==> src/rtl/mux16_rr_arbiter.sv <==
// Round-robin arbiter for a shared 16:1 mux. It owns the mux Sel/Enable and keeps them
// constant for the length of each grant.
module mux16_rr_arbiter #(
  parameter int unsigned MAX_HOLD = 8
) (
  input  logic        clk,
  input  logic        rst_n,
  input  logic [15:0] req,
  input  logic        done,
  output logic [15:0] gnt,
  output logic [3:0]  sel,
  output logic        mux_en,
  output logic        busy
);

  typedef enum logic {StIdle, StGrant} state_t;

  localparam logic [7:0] HoldLast = 8'((MAX_HOLD == 0) ? 0 : MAX_HOLD - 1);

  state_t      state, stateNext;
  logic [3:0]  ptr, ptrNext;
  logic [7:0]  hcnt, hcntNext;
  logic [3:0]  owner, ownerNext;
  logic [15:0] gntNext;
  logic [3:0]  selNext;
  logic        enNext;

  logic        release_;
  logic [3:0]  scanBase;
  logic [31:0] reqDbl;
  logic [15:0] reqRot;
  logic        found;
  logic [3:0]  foundIdx;
  logic [3:0]  winner;

  // On a release the scan starts just past the owner, i.e. at the pointer it is about to get.
  assign scanBase = (state == StGrant) ? owner + 4'd1 : ptr;
  assign reqDbl   = {req, req};
  assign reqRot   = reqDbl[scanBase +: 16];
  assign winner   = scanBase + foundIdx;

  assign release_ = (state == StGrant) &&
                    (done || !req[owner] || ((MAX_HOLD != 0) && (hcnt == HoldLast)));

  always_comb begin
    found    = 1'b0;
    foundIdx = 4'd0;
    for (int i = 0; i < 16; i++) begin
      if (!found && reqRot[i]) begin
        found    = 1'b1;
        foundIdx = 4'(i);
      end
    end
  end

  always_comb begin
    stateNext = state;
    ptrNext   = ptr;
    hcntNext  = hcnt;
    ownerNext = owner;
    gntNext   = gnt;
    selNext   = sel;
    enNext    = mux_en;
    unique case (state)
      StIdle: begin
        if (found) begin
          stateNext = StGrant;
          ownerNext = winner;
          hcntNext  = 8'd0;
          gntNext   = 16'd1 << winner;
          selNext   = winner;
          enNext    = 1'b1;
        end
      end
      StGrant: begin
        if (release_) begin
          ptrNext  = owner + 4'd1;
          hcntNext = 8'd0;
          if (found) begin
            ownerNext = winner;
            gntNext   = 16'd1 << winner;
            selNext   = winner;
          end else begin
            stateNext = StIdle;
            gntNext   = 16'd0;
            selNext   = 4'd0;
            enNext    = 1'b0;
          end
        end else if (hcnt != 8'hFF) begin
          hcntNext = hcnt + 8'd1;
        end
      end
      default: stateNext = StIdle;
    endcase
  end

  always_ff @(posedge clk or negedge rst_n) begin
    if (!rst_n) begin
      state  <= StIdle;
      ptr    <= 4'd0;
      hcnt   <= 8'd0;
      owner  <= 4'd0;
      gnt    <= 16'd0;
      sel    <= 4'd0;
      mux_en <= 1'b0;
    end else begin
      state  <= stateNext;
      ptr    <= ptrNext;
      hcnt   <= hcntNext;
      owner  <= ownerNext;
      gnt    <= gntNext;
      sel    <= selNext;
      mux_en <= enNext;
    end
  end

  assign busy = mux_en;

endmodule
==> config.mk <==
export PLATFORM = sky130hd
export DESIGN_NAME = mux16_rr_arbiter
export DESIGN_NICKNAME = d
export VERILOG_FILES = /design/src/rtl/mux16_rr_arbiter.sv
export SDC_FILE = /design/constraint.sdc
export NUM_CORES = 1
export LEC_CHECK = 0
export CORE_MARGIN = 10
export CORE_UTILIZATION = 62
export CTS_CLUSTER_SIZE = 40
export DETAILED_ROUTE_END_ITERATION = 12
export MAX_ROUTING_LAYER = met4
export PLACE_DENSITY = 0.87
export SLEW_MARGIN = 10
export SYNTH_ARGS = -nofsm -noshare
export SYNTH_HDL_FRONTEND = slang
export SYNTH_SLANG_ARGS = --single-unit
==> constraint.sdc <==
create_clock -name clk -period 8.94 [get_ports clk]
set_input_delay 1.788 -clock clk [delete_from_list [all_inputs] [get_ports clk]]
set_output_delay 1.788 -clock clk [all_outputs]
set_load 0.1 [all_outputs]
After elaboration in Yosys (flattened, before gate mapping)

Index checks and enable logic that the tools add are counted.

Bits of input ports: 19
Bits in registers: 38
Word-level logic and storage cells: 114
Output and inout bits: 22

$add $sub $neg: 3
Muxes and demuxes: 56
Eq/ne operators: 6
Reductions and logical operators: 38
Order comparisons: 1
Bitwise gates (word level): 1
Shift-type cells: 2

Operators by type and width:

| kind                                                                          | count |
|---|---|
| 4-bit two-way mux                                                             | 18 |
| 16-bit two-way mux                                                            | 3 |
| 16-bit case mux with 2 select lines                                           | 1 |
| 32-bit by 5-bit variable part select with 16-bit output                       | 1 |
| 8-bit two-way mux                                                             | 3 |
| 1-bit two-way mux                                                             | 23 |
| 1-bit logical AND                                                             | 16 |
| 1-bit logical NOT                                                             | 16 |
| 4-bit case mux with 2 select lines                                            | 2 |
| 8-bit case mux with 2 select lines                                            | 1 |
| 1-bit by 4-bit << shifter with 16-bit output (first input constant)           | 1 |
| 8-bit by 1-bit adder with 8-bit output (second input constant)                | 1 |
| 8-bit by 3-bit == test with 1-bit output (second input constant)              | 1 |
| 8-bit inequality test (second input constant)                                 | 1 |
| 2-bit AND reduction                                                           | 3 |
| 4-bit by 5-bit less-than comparator with 1-bit output (second input constant) | 1 |
| 4-bit by 1-bit adder with 4-bit output (second input constant)                | 1 |
| 4-bit adder                                                                   | 1 |
| 1-bit binary-select mux with 4-bit select                                     | 1 |
| 2-bit two-way mux                                                             | 2 |
| 2-bit inequality test (second input constant)                                 | 2 |
| 1-bit case mux with 2 select lines                                            | 2 |
| 3-bit by 1-bit inequality test with 1-bit output (second input constant)      | 1 |
| 3-bit AND reduction                                                           | 1 |
| 3 further kinds                                                               | 4 |

Logic depth before layout (Yosys ltp)

Depth after elaboration: 54
Mapped depth: 20
Depth with buffers taken out: 18

Worst setup path after synthesis

OpenSTA, ideal clock, no wires.

Kind: input -> register
Start: input port req[4]
End: register gnt[10]
Setup time: 0.127 ns
Data required time: 8.813 ns
Setup slack: 3.316 ns
Stages: 15
Arrival time: 5.497 ns
Path buffers: 1
Cells stage by stage: mux4_2 mux2_2 a221o_1 or4_4 nor2_4 buf_4 o2111ai_1 o21ai_0 ha_1 a21o_1 a21oi_1 xnor2_1 nand2_1 nor2_1 a221o_1

Word-level cells in the longest chain between the ends: 52
Elaborated cells on any way between the ends: 77
Those cells by class: add/sub: 1; eq/ne: 2; shift: 2; mux: 37; reduce/logical: 35

RTL lines:

| item                                                    | line   | text |
|---|---|---|
| start: declaration                                      | 8      | `input logic [15:0] req,` |
| 32-bit by 5-bit variable part select with 16-bit output | 39     | `assign reqRot = reqDbl[scanBase +: 16];` |
| 1-bit two-way mux                                       | 49     | `if (!found && reqRot[i]) begin` |
| 1-bit logical NOT                                       | 49     |  |
| 1-bit logical AND                                       | 49     |  |
| 1-bit two-way mux                                       | 49     |  |
| 1-bit logical NOT                                       | 49     |  |
| 1-bit logical AND                                       | 49     |  |
| 1-bit two-way mux                                       | 49     |  |
| [... 36 more ...]                                       | -      |  |
| 1-bit logical NOT                                       | 49     |  |
| 1-bit logical AND                                       | 49     |  |
| 4-bit two-way mux                                       | 49     |  |
| 4-bit adder                                             | 40     | `assign winner = scanBase + foundIdx;` |
| 1-bit by 4-bit << shifter with 16-bit output            | 70, 81 |  |
| 16-bit two-way mux                                      | 79     | `if (found) begin` |
| 16-bit two-way mux                                      | 76     | `if (release_) begin` |
| 16-bit case mux with 2 select lines                     | 64     | `unique case (state)` |
| end signal: assignment                                  | 111    | `gnt <= gntNext;` |
| end: declaration                                        | 10     | `output logic [15:0] gnt,` |

Parallel ways exist; a longest one is shown, timed or not. The select of a mux whose other input is x is not followed.
A chain may end at the register's enable or synchronous reset.

Worst setup path after layout

Start: input port req[4]
End: register gnt[13]

The elaborated chain is that of the path after synthesis.

==> impl_metrics.ini <==
[run_status]
outcome = completed

[global_routing]
antenna_found_initial = 0
overflow = 0
grt_usage_pct = 25.6
grt_start_max_net_pins = 39
grt_pass1_vias = 3448
grt_pass1_wl_um = 17800

[synth]
synth_cell_types = 69
synthFlopType = dfrtp_1
synth_edf_count = 0
async_flop_share_pct = 100
ys_ff_latch = 38
ys_seq_area_share_pct = 27.6
netlist_area_um2 = 3450
syn_area_per_cell_um2 = 8.98
synth_cells = 384
syn_nets = 410
yosys_warnings = 0

[floorplan]
start_util_pct = 63.4
dieArea_um2 = 8940
core_um2 = 5440
io-pin-count = 41
rows = 27
die_y_um = 94.6
die_w_um = 94.6

[worst_setup_path]
critPathCaptureType = register
start_kind = primary input
critPathKind = primary input to register
r2r-start = state
worst_ep_required_time_ps = 9170
reg2reg_slack_ps = 2750
worst-path-max-fanout = 18
cp.arrival_ps = 6650
r2r_cells = 17
r2r_end = gnt[13]

[sta]
setup_tns_ps = 0
clock_skew_ps = 6.98
rsz0062_at_grt = no
relSlewSlack_pct = 34.4
fin_crit_sh_pct = 71.8
whs_ps = 503
tightest_slew_ps = 981
drv_slew = 0
min_period_ps = 6420
hold_viol = 0
setup_viol = 0
max_freq_mhz = 156
layout_setup_ws_ps = 2520

[worst_hold_path]
min_path_cells = 2
hold_path_class = register to register
worstHoldEndpoint = ptr[3]
min_from = ptr[3]

[final_layout]
nets = 443
insertedDiodeCount = 0
layout-drive-gt1-share_pct = 11.8
utilization_pct = 73.0
regArea_um2 = 951
nFillCells = 428
multi_input_area_um2 = 2350
areaGrowthSynthToFinish_pct = 15.1

[place]
dp_hpwl_um = 8310
portBuffers = 40
gp_congestion = 1.04
pre_cts_slack_ps = 2390

[route]
first_pass_iters = 7
ant_nets = 0
drc = 0
vias = 3610
wl_per_cell_um = 22.9
totalWireLength_um = 11200
drt-initial-drc-count = 434
vias_per_cell = 7.38

[cts]
cts_buffers = 5
cts.path.max_buffers = 2
clkSlewWorstSetupHoldPaths_ps = 70
cts_resized = 0
postCtsSetupRepairBufs = 0
cts_tree = yes
clock-sinks = 38
cts-root-buf = clkbuf_8
hold_buffers = 0
clkLatencyLatePin_ps = 300
htreeDepth = 2

[run]
maxCapViolCount = 0
-- cell usage after synthesis (3+ instances only) --
| cell | number | area, um^2 |
|---|---|---|
| a22oi_1 | 4 | 30.0 |
| o21ai_0 | 11 | 55.1 |
| nand2b_1 | 4 | 25.0 |
| clkbuf_1 | 6 | 22.5 |
| nor2b_1 | 4 | 25.0 |
| a21boi_1 | 3 | 22.5 |
| a221o_1 | 18 | 180 |
| nand2_1 | 30 | 113 |
| ha_1 | 6 | 75.1 |
| dfrtp_1 | 38 | 951 |
| xnor2_1 | 7 | 61.3 |
| nand3_1 | 15 | 75.1 |
| nor2_1 | 44 | 165 |
| and2_1 | 4 | 25.0 |
| mux2_2 | 6 | 67.6 |
| mux4_2 | 11 | 248 |
| a21oi_1 | 16 | 80.1 |
| nand4_1 | 3 | 18.8 |
| a21o_1 | 3 | 22.5 |
| and3_1 | 7 | 43.8 |
| a32oi_1 | 3 | 26.3 |
| o211ai_1 | 29 | 218 |
| inv_1 | 9 | 33.8 |
| a22o_1 | 6 | 52.6 |
| buf_4 | 4 | 30.0 |
| a211oi_1 | 8 | 60.1 |
| or2_2 | 4 | 25.0 |
| o211a_1 | 3 | 30.0 |
| mux2i_1 | 6 | 60.1 |
| nor3_1 | 20 | 100 |
| xor2_1 | 4 | 35.0 |
-- cells in the final DEF (no fill, tap or decap), drive strengths merged, types with 5 or more instances in the layout --
master,instances
nor2,45
clkdlybuf4s50,39
dfrtp,38
nand2,30
o211ai,29
nor3,21
a221o,18
a21oi,18
nand3,15
inv,12
o21ai,11
mux4,11
a211oi,10
mux2i,8
and3,7
xnor2,7
mux2,6
a22o,6
ha,6
clkbuf,6
xor2,5
-- area by class of cell --
| type | instances | area share [%] |
|---|---|---|
| Multi-Input combinational cell | 317 | 59.3 |
| Sequential cell | 38 | 24.0 |
| Timing Repair Buffer | 42 | 10.3 |
| Tap cell | 72 | 2.27 |
| Clock buffer | 6 | 2.08 |
| Inverter | 13 | 1.29 |
| Clock inverter | 1 | 0.757 |
-- metal layers --
| layer | routed length (um) | share of wire [%] | track usage (%) |
|---|---|---|---|
| met4 | 278 | 2.5 | 7.11 |
| met5 | 0 | 0 | - |
| met1 | 4500 | 40 | 33.2 |
| met3 | 1140 | 10 | 5.47 |
| met2 | 5280 | 47 | 39.5 |
-- flip-flops by register name, summed over array words and instances (netlist names) --
name / count
sel: 4
busy: 1
gnt: 16
ptr: 4
owner: 4
state: 1
hcnt: 8
-- stage by stage --
stage | instance area [um^2] | instances
2_1_floorplan | 3450 | 384
3_3_place_gp | 3860 | 482
3_5_place_dp | 3860 | 482
4_1_cts | 3970 | 489
5_1_grt | 3970 | 489
6_report | 3970 | 489
-- critical path, cell delays in order --
cell and delay, ps:
clkdlybuf4s50_1 490, mux4_2 620, mux2_2 320, a221o_1 350
or4_4 600, nor2_4 360, o2111ai_1 170, o21ai_0 190
ha_1 310, a21o_1 180, a21oi_1 250, xnor2_1 250
nand2_1 310, nor2_1 260, a221o_1 200
-- worst max path at each step --
stage                start  cells past startpoint       to
finish              req[4]                     15  gnt[13]
global route        req[4]                     15  gnt[13]
CTS                 req[4]                     15  gnt[13]
detailed placement  req[4]                     15  gnt[13]
global placement    req[4]                     15  gnt[10]
floorplan           req[4]                     15  gnt[10]
-- cells by family after synthesis --
family                     synth area share, %
adders and majority gates                 2.76
and+or+nand+nor                           20.6
DFF                                       27.6
buffers and inverters                     4.17
AOI/OAI and AO/OA                         29.7
xor gates and xnor gates                  3.27
muxes                                     11.9
Power is not shown: default switching activity piles up to over one toggle a cycle in this logic, so the estimate is an artifact.
